File: src/rtl/clock_weekday_pkg.sv
// rtl/clock_weekday_pkg.sv - shared encodings, tables and helpers for the weekday sequencer
package clock_weekday_pkg;

  typedef enum logic [2:0] {
    S_IDLE,
    S_LOAD,
    S_DIV12,
    S_SUM,
    S_DIV7A,
    S_DIFF,
    S_DIV7B,
    S_DONE
  } state_t;

  typedef enum logic [2:0] {
    SUN = 3'd0,
    MON = 3'd1,
    TUE = 3'd2,
    WED = 3'd3,
    THU = 3'd4,
    FRI = 3'd5,
    SAT = 3'd6
  } weekday_t;

  // Reported when the date fails validation (outside the SUN..SAT range).
  localparam logic [2:0] WD_INVALID = 3'd7;

  localparam logic [3:0] DIV12 = 4'd12;
  localparam logic [3:0] DIV7  = 4'd7;

  // Two BCD digits to binary: tens*10 + units.
  function automatic logic [7:0] bcd2bin(input logic [3:0] tens, input logic [3:0] units);
    return ({4'd0, tens} << 3) + ({4'd0, tens} << 1) + {4'd0, units};
  endfunction

  // Century anchor code, indexed by century mod 4.
  function automatic logic [2:0] century_code(input logic [1:0] c);
    case (c)
      2'd0:    return 3'd2;
      2'd1:    return 3'd0;
      2'd2:    return 3'd5;
      default: return 3'd3;
    endcase
  endfunction

  // Day-of-month that falls on the doomsday; 0 for an out-of-range month.
  function automatic logic [4:0] doomsday_of_month(input logic [7:0] m, input logic leap);
    case (m)
      8'd1:    return 5'd3 + {4'd0, leap};
      8'd2:    return 5'd28 + {4'd0, leap};
      8'd3:    return 5'd14;
      8'd4:    return 5'd4;
      8'd5:    return 5'd9;
      8'd6:    return 5'd6;
      8'd7:    return 5'd11;
      8'd8:    return 5'd8;
      8'd9:    return 5'd5;
      8'd10:   return 5'd10;
      8'd11:   return 5'd7;
      8'd12:   return 5'd12;
      default: return 5'd0;
    endcase
  endfunction

endpackage

File: src/rtl/clock_iter_divider.sv
// rtl/clock_iter_divider.sv - iterative repeated-subtraction divide/remainder unit
module clock_iter_divider #(
  parameter int DIV_W = 7
) (
  input  logic             clk,
  input  logic             rst,
  input  logic             go,
  input  logic [DIV_W-1:0] dividend,
  input  logic [3:0]       divisor,
  output logic             rdy,
  output logic [DIV_W-1:0] quotient,
  output logic [DIV_W-1:0] remainder
);

  logic [DIV_W-1:0] divisor_ext;

  // Zero-extend the divisor; a zero divisor reports ready at once so it can never stall.
  always_comb begin
    divisor_ext = {{(DIV_W-4){1'b0}}, divisor};
    rdy         = (remainder < divisor_ext) || (divisor == 4'd0);
  end

  // Load on go, otherwise subtract one divisor per cycle until the remainder drops below it.
  always_ff @(posedge clk or posedge rst) begin
    if (rst) begin
      remainder <= '0;
      quotient  <= '0;
    end else if (go) begin
      remainder <= dividend;
      quotient  <= '0;
    end else if (!rdy) begin
      remainder <= remainder - divisor_ext;
      quotient  <= quotient + 1'b1;
    end
  end

endmodule

File: src/rtl/clock_weekday_sequencer.sv
// rtl/clock_weekday_sequencer.sv - doomsday weekday FSM; optional CLOCK_WEEKDAY_DATE_CHECK_EN adds date_err
module clock_weekday_sequencer
  import clock_weekday_pkg::*;
#(
  parameter int DIV_W = 7
) (
  input  logic       CLK,
  input  logic       RST,
  input  logic       start,
  input  logic       Is_Leap_Year,
  input  logic [3:0] clock_day,
  input  logic [3:0] clock_10day,
  input  logic [3:0] clock_1month,
  input  logic [3:0] clock_10month,
  input  logic [3:0] clock_year,
  input  logic [3:0] clock_decade,
  input  logic [3:0] clock_century,
  input  logic [3:0] clock_millenia,
  output logic       busy,
  output logic       done,
  output logic [2:0] weekday
`ifdef CLOCK_WEEKDAY_DATE_CHECK_EN
  ,
  output logic       date_err
`endif
);

  state_t state, next_state;

  logic [3:0] cap_day, cap_10day, cap_1month, cap_10month;
  logic [3:0] cap_year, cap_decade, cap_century, cap_millenia;
  logic       cap_leap;
  logic [1:0] c_r;
  logic [7:0] m_r, d_r;

  logic [7:0] m_in, d_in;
  logic [DIV_W-1:0] y_lo_in;
  logic [8:0] s_full, t_full;

  logic             div_go, div_rdy;
  logic [DIV_W-1:0] div_dividend, div_quotient, div_remainder;
  logic [3:0]       div_divisor;

  clock_iter_divider #(.DIV_W(DIV_W)) u_div (
    .clk       (CLK),
    .rst       (RST),
    .go        (div_go),
    .dividend  (div_dividend),
    .divisor   (div_divisor),
    .rdy       (div_rdy),
    .quotient  (div_quotient),
    .remainder (div_remainder)
  );

  // BCD->binary conversion of the captured operands and the SUM / DIFF arithmetic.
  always_comb begin
    m_in    = bcd2bin(cap_10month, cap_1month);
    d_in    = bcd2bin(cap_10day, cap_day);
    y_lo_in = DIV_W'(bcd2bin(cap_decade, cap_year));
    s_full  = 9'(century_code(c_r)) + 9'(div_quotient) + 9'(div_remainder)
            + 9'(div_remainder >> 2);
    t_full  = 9'(div_remainder) + {1'b0, d_r} + 9'd35 - 9'(doomsday_of_month(m_r, cap_leap));
  end

`ifdef CLOCK_WEEKDAY_DATE_CHECK_EN
  logic date_ok;

  // Every digit must be decimal and the month/day must lie in their calendar ranges.
  always_comb begin
    date_ok = (cap_day <= 4'd9) && (cap_10day <= 4'd9) && (cap_1month <= 4'd9) &&
              (cap_10month <= 4'd9) && (cap_year <= 4'd9) && (cap_decade <= 4'd9) &&
              (cap_century <= 4'd9) && (cap_millenia <= 4'd9) &&
              (m_in >= 8'd1) && (m_in <= 8'd12) && (d_in >= 8'd1) && (d_in <= 8'd31);
  end
`endif

  // State register.
  always_ff @(posedge CLK or posedge RST) begin
    if (RST) state <= S_IDLE;
    else     state <= next_state;
  end

  // Next state and divider operand mux; each go loads the divider on the edge entering a DIV state.
  always_comb begin
    next_state   = state;
    div_go       = 1'b0;
    div_dividend = '0;
    div_divisor  = DIV7;
    case (state)
      S_IDLE:  if (start) next_state = S_LOAD;
      S_LOAD: begin
        div_go       = 1'b1;
        div_dividend = y_lo_in;
        div_divisor  = DIV12;
        next_state   = S_DIV12;
`ifdef CLOCK_WEEKDAY_DATE_CHECK_EN
        if (!date_ok) begin
          div_go     = 1'b0;
          next_state = S_DONE;
        end
`endif
      end
      S_DIV12: begin
        div_divisor = DIV12;
        if (div_rdy) next_state = S_SUM;
      end
      S_SUM: begin
        div_go       = 1'b1;
        div_dividend = DIV_W'(s_full);
        next_state   = S_DIV7A;
      end
      S_DIV7A: if (div_rdy) next_state = S_DIFF;
      S_DIFF: begin
        div_go       = 1'b1;
        div_dividend = DIV_W'(t_full);
        next_state   = S_DIV7B;
      end
      S_DIV7B: if (div_rdy) next_state = S_DONE;
      S_DONE:  next_state = S_IDLE;
      default: next_state = S_IDLE;
    endcase
  end

  // Operand capture at start, binary operand registers in LOAD, result register on DIV7B exit.
  always_ff @(posedge CLK or posedge RST) begin
    if (RST) begin
      cap_day      <= '0;
      cap_10day    <= '0;
      cap_1month   <= '0;
      cap_10month  <= '0;
      cap_year     <= '0;
      cap_decade   <= '0;
      cap_century  <= '0;
      cap_millenia <= '0;
      cap_leap     <= 1'b0;
      c_r          <= '0;
      m_r          <= '0;
      d_r          <= '0;
      weekday      <= '0;
`ifdef CLOCK_WEEKDAY_DATE_CHECK_EN
      date_err     <= 1'b0;
`endif
    end else begin
      if (state == S_IDLE && start) begin
        cap_day      <= clock_day;
        cap_10day    <= clock_10day;
        cap_1month   <= clock_1month;
        cap_10month  <= clock_10month;
        cap_year     <= clock_year;
        cap_decade   <= clock_decade;
        cap_century  <= clock_century;
        cap_millenia <= clock_millenia;
        cap_leap     <= Is_Leap_Year;
`ifdef CLOCK_WEEKDAY_DATE_CHECK_EN
        date_err     <= 1'b0;
`endif
      end
      if (state == S_LOAD) begin
        c_r <= 2'(bcd2bin(cap_millenia, cap_century));
        m_r <= m_in;
        d_r <= d_in;
`ifdef CLOCK_WEEKDAY_DATE_CHECK_EN
        if (!date_ok) begin
          weekday  <= WD_INVALID;
          date_err <= 1'b1;
        end
`endif
      end
      if (state == S_DIV7B && div_rdy) weekday <= div_remainder[2:0];
    end
  end

  // Handshake outputs decode directly from the state so reset clears them at once.
  always_comb begin
    busy = (state != S_IDLE);
    done = (state == S_DONE);
  end

endmodule

File: config.mk
export PLATFORM = sky130hd
export DESIGN_NAME = clock_weekday_sequencer
export DESIGN_NICKNAME = d
export VERILOG_FILES = /design/src/rtl/clock_weekday_pkg.sv /design/src/rtl/clock_iter_divider.sv /design/src/rtl/clock_weekday_sequencer.sv
export SDC_FILE = /design/constraint.sdc
export NUM_CORES = 1
export LEC_CHECK = 0
export ABC_AREA = 1
export BUFFER_PORTS_ARGS = -buffer_cell sky130_fd_sc_hd__buf_4
export CAP_MARGIN = 20
export CORE_ASPECT_RATIO = 0.9
export CORE_UTILIZATION = 45
export CTS_CLUSTER_DIAMETER = 60
export DETAILED_ROUTE_END_ITERATION = 8
export HOLD_SLACK_MARGIN = 0.12
export MAX_ROUTING_LAYER = met4
export SLEW_MARGIN = 5
export SYNTH_ARGS = -nofsm -noshare
export SYNTH_HDL_FRONTEND = slang
export SYNTH_SLANG_ARGS = --single-unit
File: constraint.sdc
create_clock -name CLK -period 8.6 [get_ports CLK]
set_clock_uncertainty 0.1 [all_clocks]
set_input_delay 0.86 -clock CLK [delete_from_list [all_inputs] [get_ports CLK]]
set_output_delay 0.86 -clock CLK [all_outputs]
set_load 0.01 [all_outputs]
Word-level counts from Yosys, hierarchy flattened

Cells that the tools add are included.

Word-level logic and storage cells: 85
Register bits after elaboration: 65
Output and inout bits: 5
Bits of input ports: 36

Equal/unequal tests: 26
Multiplexer cells: 14
Add/subtract/negate cells: 18
$lt $le $gt $ge: 1
Reduce and logical (&&, ||, !) cells: 10

Operators with widths:

| kind                  | count |
|---|---|
| $pmux W5 S12          | 1 |
| $eq A8 B4 Y1 const B  | 5 |
| $eq A8 B3 Y1 const B  | 4 |
| $mux W7               | 4 |
| $pmux W3 S8           | 1 |
| $add A7 B5 Y7         | 3 |
| $pmux W7 S3           | 1 |
| $eq A8 B2 Y1 const B  | 2 |
| $add A7 B4 Y7         | 2 |
| $add A7 B7 Y7         | 2 |
| $eq A3 B3 Y1 const B  | 4 |
| $mux W3               | 4 |
| $ne A2 B2 Y1 const B  | 5 |
| $pmux W3 S3           | 1 |
| $add A7 B5 Y8         | 1 |
| $add A8 B4 Y8         | 1 |
| $eq A8 B1 Y1 const B  | 1 |
| $add A3 B7 Y7         | 1 |
| $add A7 B1 Y7 const B | 1 |
| $add A7 B6 Y7 const B | 1 |
| $lt A7 B4 Y1          | 1 |
| $sub A7 B4 Y7         | 1 |
| $sub A7 B5 Y7         | 1 |
| $eq A3 B2 Y1 const B  | 2 |
| 18 further kinds      | 19 |

Depth between registers and ports, before layout

Gate-level depths: netlist of run 1.

Word-level depth: 7
Depth in mapped cells: 19
Depth with buffers taken out: 19

By module

A second synthesis of run 1 with hierarchy kept.

Cell total of the unflattened synthesis: 538
Area, all modules: 4830.9 um^2

Modules (own cells, without submodules):

| module                  | seq. area each (um^2) | cells each | area an instance (um^2) | times used |
|---|---|---|---|---|
| clock_weekday_sequencer | 1276.2                | 400        | 3802.4                  | 1 |
| clock_iter_divider      | 350.3                 | 138        | 1028.5                  | 1 |

Worst setup path before layout of run 1

Ideal clock, no wire load.

Kind: register to register
From: reg c_r[1]
To: reg u_div.remainder[5]
Setup time: 0.121 ns
Data required time: 8.379 ns
Arrival: 2.919 ns
Setup slack: 5.460 ns
Clock period less this slack: 3.140 ns
Buffers on the path: 0
Stages on the path, launching flop included: 15
Cell sequence: dfrtp_1 ha_1 inv_1 fa_1 inv_1 fa_1 ha_1 fa_1 nand3_1 nand2_1 or2_2 nand3_1 nand2_1 nor2_1 nor2_1

Cells in the longest elaborated chain, start to end: 7
Elaborated cells on any way between the ends: 9
Those cells by class: 3 x add/sub; 2 x eq/ne; 3 x mux; 1 x reduce/logical

RTL lines:

| element                                    | RTL line                       | text |
|---|---|---|
| start, declared                            | clock_weekday_sequencer.sv:33  | `logic [1:0] c_r;` |
| start signal, assigned                     | clock_weekday_sequencer.sv:159 | `c_r <= 2'(bcd2bin(cap_millenia, cap_century));` |
| $eq A2 B2 Y1, or another cell as far along | clock_weekday_pkg.sv:38        | `case (c)` |
| $pmux W3 S3 (*)                            | clock_weekday_pkg.sv:38        |  |
| $add A3 B7 Y7 (*)                          | clock_weekday_sequencer.sv:60  | `s_full = 9'(century_code(c_r)) + 9'(div_quotient) + 9'(div_remainder)` |
| $add A7 B7 Y7 (*)                          | clock_weekday_sequencer.sv:60  |  |
| $add A7 B5 Y7 (*)                          | clock_weekday_sequencer.sv:61  | `+ 9'(div_remainder >> 2);` |
| $pmux W7 S3 (*)                            | clock_weekday_sequencer.sv:89  | `case (state)` |
| $mux W7 (*)                                | clock_iter_divider.sv:28       | `end else if (go) begin` |
| end signal, assigned                       | clock_iter_divider.sv:29       | `remainder <= dividend;` |
| end signal, assigned                       | clock_iter_divider.sv:32       | `remainder <= remainder - divisor_ext;` |
| end, declared                              | clock_iter_divider.sv:12       | `output logic [DIV_W-1:0] remainder` |

Every way passes the cells marked *; elsewhere a longest branch is shown, timed or not.
A chain may end at the register's enable or synchronous reset.

Worst setup path in the final report of run 1

From: reg m_r[2]
To: reg u_div.remainder[4]

Cells in the longest elaborated chain, start to end: 5
Elaborated cells on any way between the ends: 16
Those cells by class: 1 x add/sub; 12 x eq/ne; 3 x mux

RTL lines:

| element                                    | RTL line                       | text |
|---|---|---|
| start, declared                            | clock_weekday_sequencer.sv:34  | `logic [7:0] m_r, d_r;` |
| start signal, assigned                     | clock_weekday_sequencer.sv:160 | `m_r <= m_in;` |
| $eq A8 B4 Y1, or another cell as far along | clock_weekday_pkg.sv:48        | `case (m)` |
| $pmux W5 S12 (*)                           | clock_weekday_pkg.sv:48        |  |
| $sub A7 B5 Y7 (*)                          | clock_weekday_sequencer.sv:62  | `t_full = 9'(div_remainder) + {1'b0, d_r} + 9'd35 - 9'(doomsday_of_month(m_r, cap_leap));` |
| $pmux W7 S3 (*)                            | clock_weekday_sequencer.sv:89  |  |
| $mux W7 (*)                                | clock_iter_divider.sv:28       |  |

Marks and branches as above.

==> results of run 1 <==
[synthesized netlist by cell type (2+ instances only)]
cell / count
sky130_fd_sc_hd__nand3_1: 31
sky130_fd_sc_hd__nor2_1: 32
sky130_fd_sc_hd__nand3b_1: 2
sky130_fd_sc_hd__nand4_1: 3
sky130_fd_sc_hd__a31oi_1: 3
sky130_fd_sc_hd__o211ai_1: 3
sky130_fd_sc_hd__nand2_1: 126
sky130_fd_sc_hd__mux2_4: 26
sky130_fd_sc_hd__buf_6: 5
sky130_fd_sc_hd__o21ai_1: 3
sky130_fd_sc_hd__o21ai_0: 23
sky130_fd_sc_hd__xor2_1: 7
sky130_fd_sc_hd__buf_2: 2
sky130_fd_sc_hd__nand2_2: 3
sky130_fd_sc_hd__inv_2: 2
sky130_fd_sc_hd__nor2_4: 3
sky130_fd_sc_hd__or2_2: 4
sky130_fd_sc_hd__nor3_1: 4
sky130_fd_sc_hd__a21oi_1: 17
sky130_fd_sc_hd__o21ai_2: 3
sky130_fd_sc_hd__ha_1: 45
sky130_fd_sc_hd__dfrtp_1: 65
sky130_fd_sc_hd__xnor2_1: 7
sky130_fd_sc_hd__buf_4: 2
sky130_fd_sc_hd__fa_1: 22
sky130_fd_sc_hd__inv_1: 66
[cell type report]
type	count	area (µm²)
sequential	65	1630
tap	129	161
fill	961	4830
multi-input combinational	377	2780
clock buffer	11	253
timing repair buffer	36	270
clock inverter	5	62.6
inverter	69	262
[through the flow]
step / util / hold slack, ns / area [µm²] / setup WS [ns]
finish: 0.529 / 0.388 / 5420 / 5.14
CTS: 0.529 / 0.393 / 5420 / 5.15
detailed placement: 0.498 / 0.369 / 5100 / 5.19
floorplan: - / 0.350 / 4750 / 5.46
global route: 0.529 / 0.428 / 5420 / 4.89
global placement: 0.498 / 0.369 / 5100 / 5.26
[final timing paths]
kind	cells after the start	start	end	slack [ns]
worst max-delay path	16	m_r[2]$_DFFE_PP0P_	u_div.remainder[4]$_DFFE_PP0P_	5.14
worst min-delay path	2	d_r[5]$_DFFE_PP0P_	d_r[5]$_DFFE_PP0P_	0.39
worst max register to register	16	m_r[2]$_DFFE_PP0P_	u_div.remainder[4]$_DFFE_PP0P_	5.14
worst min register to register	2	d_r[5]$_DFFE_PP0P_	d_r[5]$_DFFE_PP0P_	0.39
max in group asynchronous	3	RST	d_r[3]$_DFFE_PP0P_	7.15
min in group asynchronous	3	RST	cap_millenia[0]$_DFFE_PP0P_	0.67
[logic make-up after synthesis]
logic type | share of synthesized area
xor+xnor | 0.0258
simple gates | 0.200
fa+ha+maj | 0.211
compound gates | 0.0664
flops | 0.342
buf+inv | 0.0721
mux | 0.0821
[worst min-delay path: stages, from the launching register on]
cell and delay (ns):
sky130_fd_sc_hd__dfrtp_1 0.34, sky130_fd_sc_hd__nand2_1 0.05, sky130_fd_sc_hd__o21ai_0 0.06
[registers in the layout (all words and copies together), names as in the netlist, 4 cells and up]
name and flops:
m_r 8, u_div.remainder 7, d_r 7, cap_decade 4, cap_day 4, cap_10month 4
u_div.quotient 7, cap_1month 4, cap_10day 4, cap_year 4
[per-layer routing]
layer | up-vias | GRT usage
met4 | 0 | 0.0719
met5 | - | -
met1 | 1660 | 0.277
met3 | 15 | 0.0380
met2 | 54 | 0.303
li1 | 1764 | -
==> flow_summary.yaml, run 1 <==
logic_synthesis:
  post_synth_inst_count: 520
  synth_nets: 623
  synth-edff-count: 0
  ys_dominant_reg_cell: "sky130_fd_sc_hd__dfrtp_1"
  synth_area_leader_cell: "sky130_fd_sc_hd__dfrtp_1"
  synth_area_leaders: "sky130_fd_sc_hd__dfrtp_1 (34%), sky130_fd_sc_hd__ha_1 (12%), sky130_fd_sc_hd__nand2_1 (10%), sky130_fd_sc_hd__fa_1 (9.3%), sky130_fd_sc_hd__mux2_4 (8.2%)"
  ys_async_sr_fraction: 1.00
  synth.avg_cell_area_um2: 9.14
  synth_top_area_frac: 0.342
  synth-warning-count: 0
  postSynthRegisterBits: 65
  synth.distinct_cells: 37
  netlist_area_before_placement_mm2: 0.00475
  seq_area_frac_synth: 0.342
floorplanning:
  core-area_mm2: 0.0102
  dieArea_mm2: 0.0110
  die_h_um: 99.5
  initial_core_util: 0.464
  io-pin-count: 41
  chipWidth_um: 110
  placement_rows: 35
timing:
  rsz0062_at_grt: "false"
  period_minus_slack_ns: 3.46
  setup_total_negative_slack_ns: 0
  finalMaxSlewViolations: 0
  finalSetupViolations: 0
  report.final.hold_viol_count: 0
  finalCritPeriodShare: 0.403
  slew_headroom: 0.349
  max_slew.worst_pin.slew_ns: 0.976
  fmax_ghz: 0.289
global_route:
  grt_remaining_overflow: 0
  global_route_wire_length_before_repair_um: 16600
  groute.usage.overall: 0.203
  number_of_antenna_violations_at_the_first_check_in_global_routing: 0
  grt_pass1_vias: 3533
  maximum_number_of_pins_on_one_net_before_global_route_repair: 66
critical_path:
  critical_path.slowest_cell: "sky130_fd_sc_hd__fa_1"
  timing.critical_path.mode_cell: "sky130_fd_sc_hd__inv_1"
  crit_required_ns: 8.73
  cp.buffers_inverters: 3
  critPathLaunchType: "register"
  crit_path_end_kind: "register"
  cp_max_fanout: 6
  cp_data_arrival_time_ns: 3.59
  path_delay_family: "adder cells"
  crit_path_max_incr_delay_ns: 0.51
  worst-setup-path-type: "register to register"
  crit_path_cell_trace: "nor2_1 -> inv_1 -> nor3_2 -> a41oi_1 -> nand3_1 -> ha_1 -> fa_1 -> inv_1 -> ha_1 -> fa_1 -> xnor2_1 -> nor2_1 -> nor3_1 -> o21ai_1 -> nand2_1 -> inv_1"
route:
  postRouteAntennaNets: 0
  post_drt_via_cell_ratio: 5.05
  top_routing_layer_used: "met4"
  route.final.wire_length_um: 9300
  detailedRoute.firstIterationViolations: 157
  drtPass1Iterations: 4
  detailroute.via_count: 3493
  routed_wire_length_per_instance_um: 13.4
  routed_length_on_met2_um: 4200
  detail_route.drc_violations: 0
  detailroute.wirelength.met3_um: 342
  met1Wirelength_um: 4560
placement:
  gp_routability_congestion: 0.849
  portBuffers: 35
  count_of_placed_standard_cells_including_taps: 676
  post-dp-hpwl_um: 7100
finish:
  post_layout_nonfiller_instances: 692
  post_route_cells_drive_above_1_share: 0.178
  layout.cells.most_common_list: "sky130_fd_sc_hd__nand2_1 (126), sky130_fd_sc_hd__inv_1 (65), sky130_fd_sc_hd__dfrtp_1 (65)"
  most_common_cell_after_layout_fill_and_taps_aside: "sky130_fd_sc_hd__nand2_1"
  diodes: 0
  syn2layout_area_growth_pct: 14.0
  fin_nets: 661
clocking:
  hold_buffers: 0
  worst_setup_hold_path_clk_slew_ns: 0.06
  tritoncts.num_buffers: 9
  tritoncts_clock_tree: "done"
  cts.sinks: 65
  cts_setup_buffers: 0
  cts_buffer_depth: 2
  clk_root_buffer_cell: "sky130_fd_sc_hd__clkbuf_16"
  post_cts.resized_instances: 0
  clock_insertion_delay_worst_skew_ns: 0.33
  ctsHtreeMaxLevel: 3
run:
  cap_viol_max_count: 0
outcome:
  run_status: "completed"
worst_hold_path:
  min_path_type: "register to register"
Power of run 1 is left out: the tool's default activity adds up to more than one toggle a clock period on the data nets, which glitch-free logic cannot reach.
==> run 2, diff against run 1 <==
clock period = 3.6 ns   (was 8.6 ns; I/O delays follow)
==> run 2 against run 1 <==
Effect of this change: highest routed layer unchanged; die area is the same; non-clock buffer count grew 5; core utilization grew 0.66 points.
==> flow_summary.yaml, run 2 (synthesis results as in run 1) <==
clocking:
  clk_root_buffer_cell: "sky130_fd_sc_hd__clkbuf_16"
  tritoncts_clock_tree: "done"
  worst_setup_hold_path_clk_slew_ns: 0.05
  clock_insertion_delay_worst_skew_ns: 0.33
  tritoncts.num_buffers: 9
  cts.sinks: 65
  cts_buffer_depth: 2
  ctsHtreeMaxLevel: 3
critical_path:
  worst-setup-path-type: "register to register"
  crit_required_ns: 3.72
  cp_max_fanout: 5
  critPathLaunchType: "register"
  cp_data_arrival_time_ns: 3.48
  crit_path_end_kind: "register"
route:
  detailedRoute.firstIterationViolations: 171
  drtPass1Iterations: 4
  post_drt_via_cell_ratio: 5.03
  routed_wire_length_per_instance_um: 13.7
  postRouteAntennaNets: 0
  route.final.wire_length_um: 9520
  detail_route.drc_violations: 0
  detailroute.via_count: 3503
outcome:
  run_status: "completed"
timing:
  finalCritPeriodShare: 0.932
  timing.hold.ws_ns: 0.155
  period_minus_slack_ns: 3.35
  report.final.hold_viol_count: 0
  finalSetupViolations: 0
  slew_headroom: 0.361
  setup_total_negative_slack_ns: 0
  finalMaxSlewViolations: 0
  fmax_ghz: 0.298
  max_slew.worst_pin.slew_ns: 0.957
floorplanning:
  placement_rows: 35
  initial_core_util: 0.464
  dieArea_mm2: 0.0110
  die_h_um: 99.5
  chipWidth_um: 110
  io-pin-count: 41
  core-area_mm2: 0.0102
finish:
  number_of_flip_flops_in_the_largest_register: 8
  post_layout_nonfiller_instances: 697
  syn2layout_area_growth_pct: 15.4
  most_common_cell_after_layout_fill_and_taps_aside: "sky130_fd_sc_hd__nand2_1"
  post_route_cells_drive_above_1_share: 0.187
  largest_reg_by_ff_count: "m_r"
  fin_nets: 666
  layout.cells.most_common_list: "sky130_fd_sc_hd__nand2_1 (125), sky130_fd_sc_hd__inv_1 (65), sky130_fd_sc_hd__dfrtp_1 (65)"
  diodes: 0
  fillCellCount: 973
placement:
  count_of_placed_standard_cells_including_taps: 679
  post-dp-hpwl_um: 7340
  gp_routability_congestion: 0.885
  portBuffers: 35
global_route:
  global_route_wire_length_before_repair_um: 16300
  number_of_antenna_violations_at_the_first_check_in_global_routing: 0
  maximum_number_of_pins_on_one_net_before_global_route_repair: 48
  grt_pass1_vias: 3413
  grt_remaining_overflow: 0
  groute.usage.overall: 0.201
worst_hold_path:
  min_path_type: "input pin to register"
run:
  cap_viol_max_count: 0
-- run 2: worst max-delay path: stages (launching register included) --
cell and delay [ns]:
sky130_fd_sc_hd__dfrtp_1 0.38, sky130_fd_sc_hd__nor2_1 0.14, sky130_fd_sc_hd__nand2_2 0.17, sky130_fd_sc_hd__nor4_1 0.24
sky130_fd_sc_hd__a21oi_1 0.08, sky130_fd_sc_hd__nand3_1 0.10, sky130_fd_sc_hd__ha_1 0.25, sky130_fd_sc_hd__fa_1 0.51
sky130_fd_sc_hd__inv_1 0.04, sky130_fd_sc_hd__ha_1 0.21, sky130_fd_sc_hd__fa_1 0.42, sky130_fd_sc_hd__inv_1 0.08
sky130_fd_sc_hd__nor2_1 0.04, sky130_fd_sc_hd__nor2_1 0.12, sky130_fd_sc_hd__nand3_1 0.09, sky130_fd_sc_hd__nand3_1 0.08
sky130_fd_sc_hd__nand3_1 0.06, sky130_fd_sc_hd__nor2_1 0.09, sky130_fd_sc_hd__nor2_1 0.05
-- run 2: layout make-up --
cell class	count	area [µm²]	share of cell area
timing repair buffer	41	323	0.0589
clock inverter	4	52.6	0.00958
clock buffer	12	246	0.0449
tap	129	161	0.0294
sequential	65	1630	0.297
multi-input combinational	377	2810	0.513
inverter	69	262	0.0477
-- run 2: timing repair --
| action | 4_1_cts | 5_1_grt |
|---|---|---|
| setup buffers | 0 | 0 |
| hold endpoints to repair | 0 | 10 |
| hold buffers | 0 | 1 |
| setup endpoints to repair | 0 | 2 |
| resized for setup | 0 | 8 |
-- run 2: worst paths after layout --
kind	start	end	slack, ns	cells after the start
setup reg to reg	m_r[4]$_DFFE_PP0P_	u_div.remainder[6]$_DFFE_PP0P_	0.25	18
max in group asynchronous	RST	u_div.quotient[3]$_DFFE_PP0P_	2.18	5
min in group asynchronous	RST	c_r[0]$_DFFE_PP0P_	0.42	3
setup / recovery	m_r[4]$_DFFE_PP0P_	u_div.remainder[6]$_DFFE_PP0P_	0.25	18
hold reg to reg	m_r[5]$_DFFE_PP0P_	m_r[5]$_DFFE_PP0P_	0.38	2
hold / removal	clock_year[3]	cap_year[3]$_DFFE_PP0P_	0.16	2
-- run 2: stage by stage --
step            util  area, µm²  setup WS, ns
2_1_floorplan      -       4750         0.460
3_3_place_gp   0.500       5120         0.307
3_5_place_dp   0.500       5120         0.170
4_1_cts        0.529       5420         0.159
5_1_grt        0.535       5490       -0.0391
6_report       0.535       5490         0.247
-- run 2: routing by layer --
layer / wire [µm] / global-route usage
met4: 121 / 0.0638
met3: 257 / 0.0374
met1: 4640 / 0.276
met2: 4500 / 0.301
met5: 0 / -
Power of run 2 is left out for the same reason.
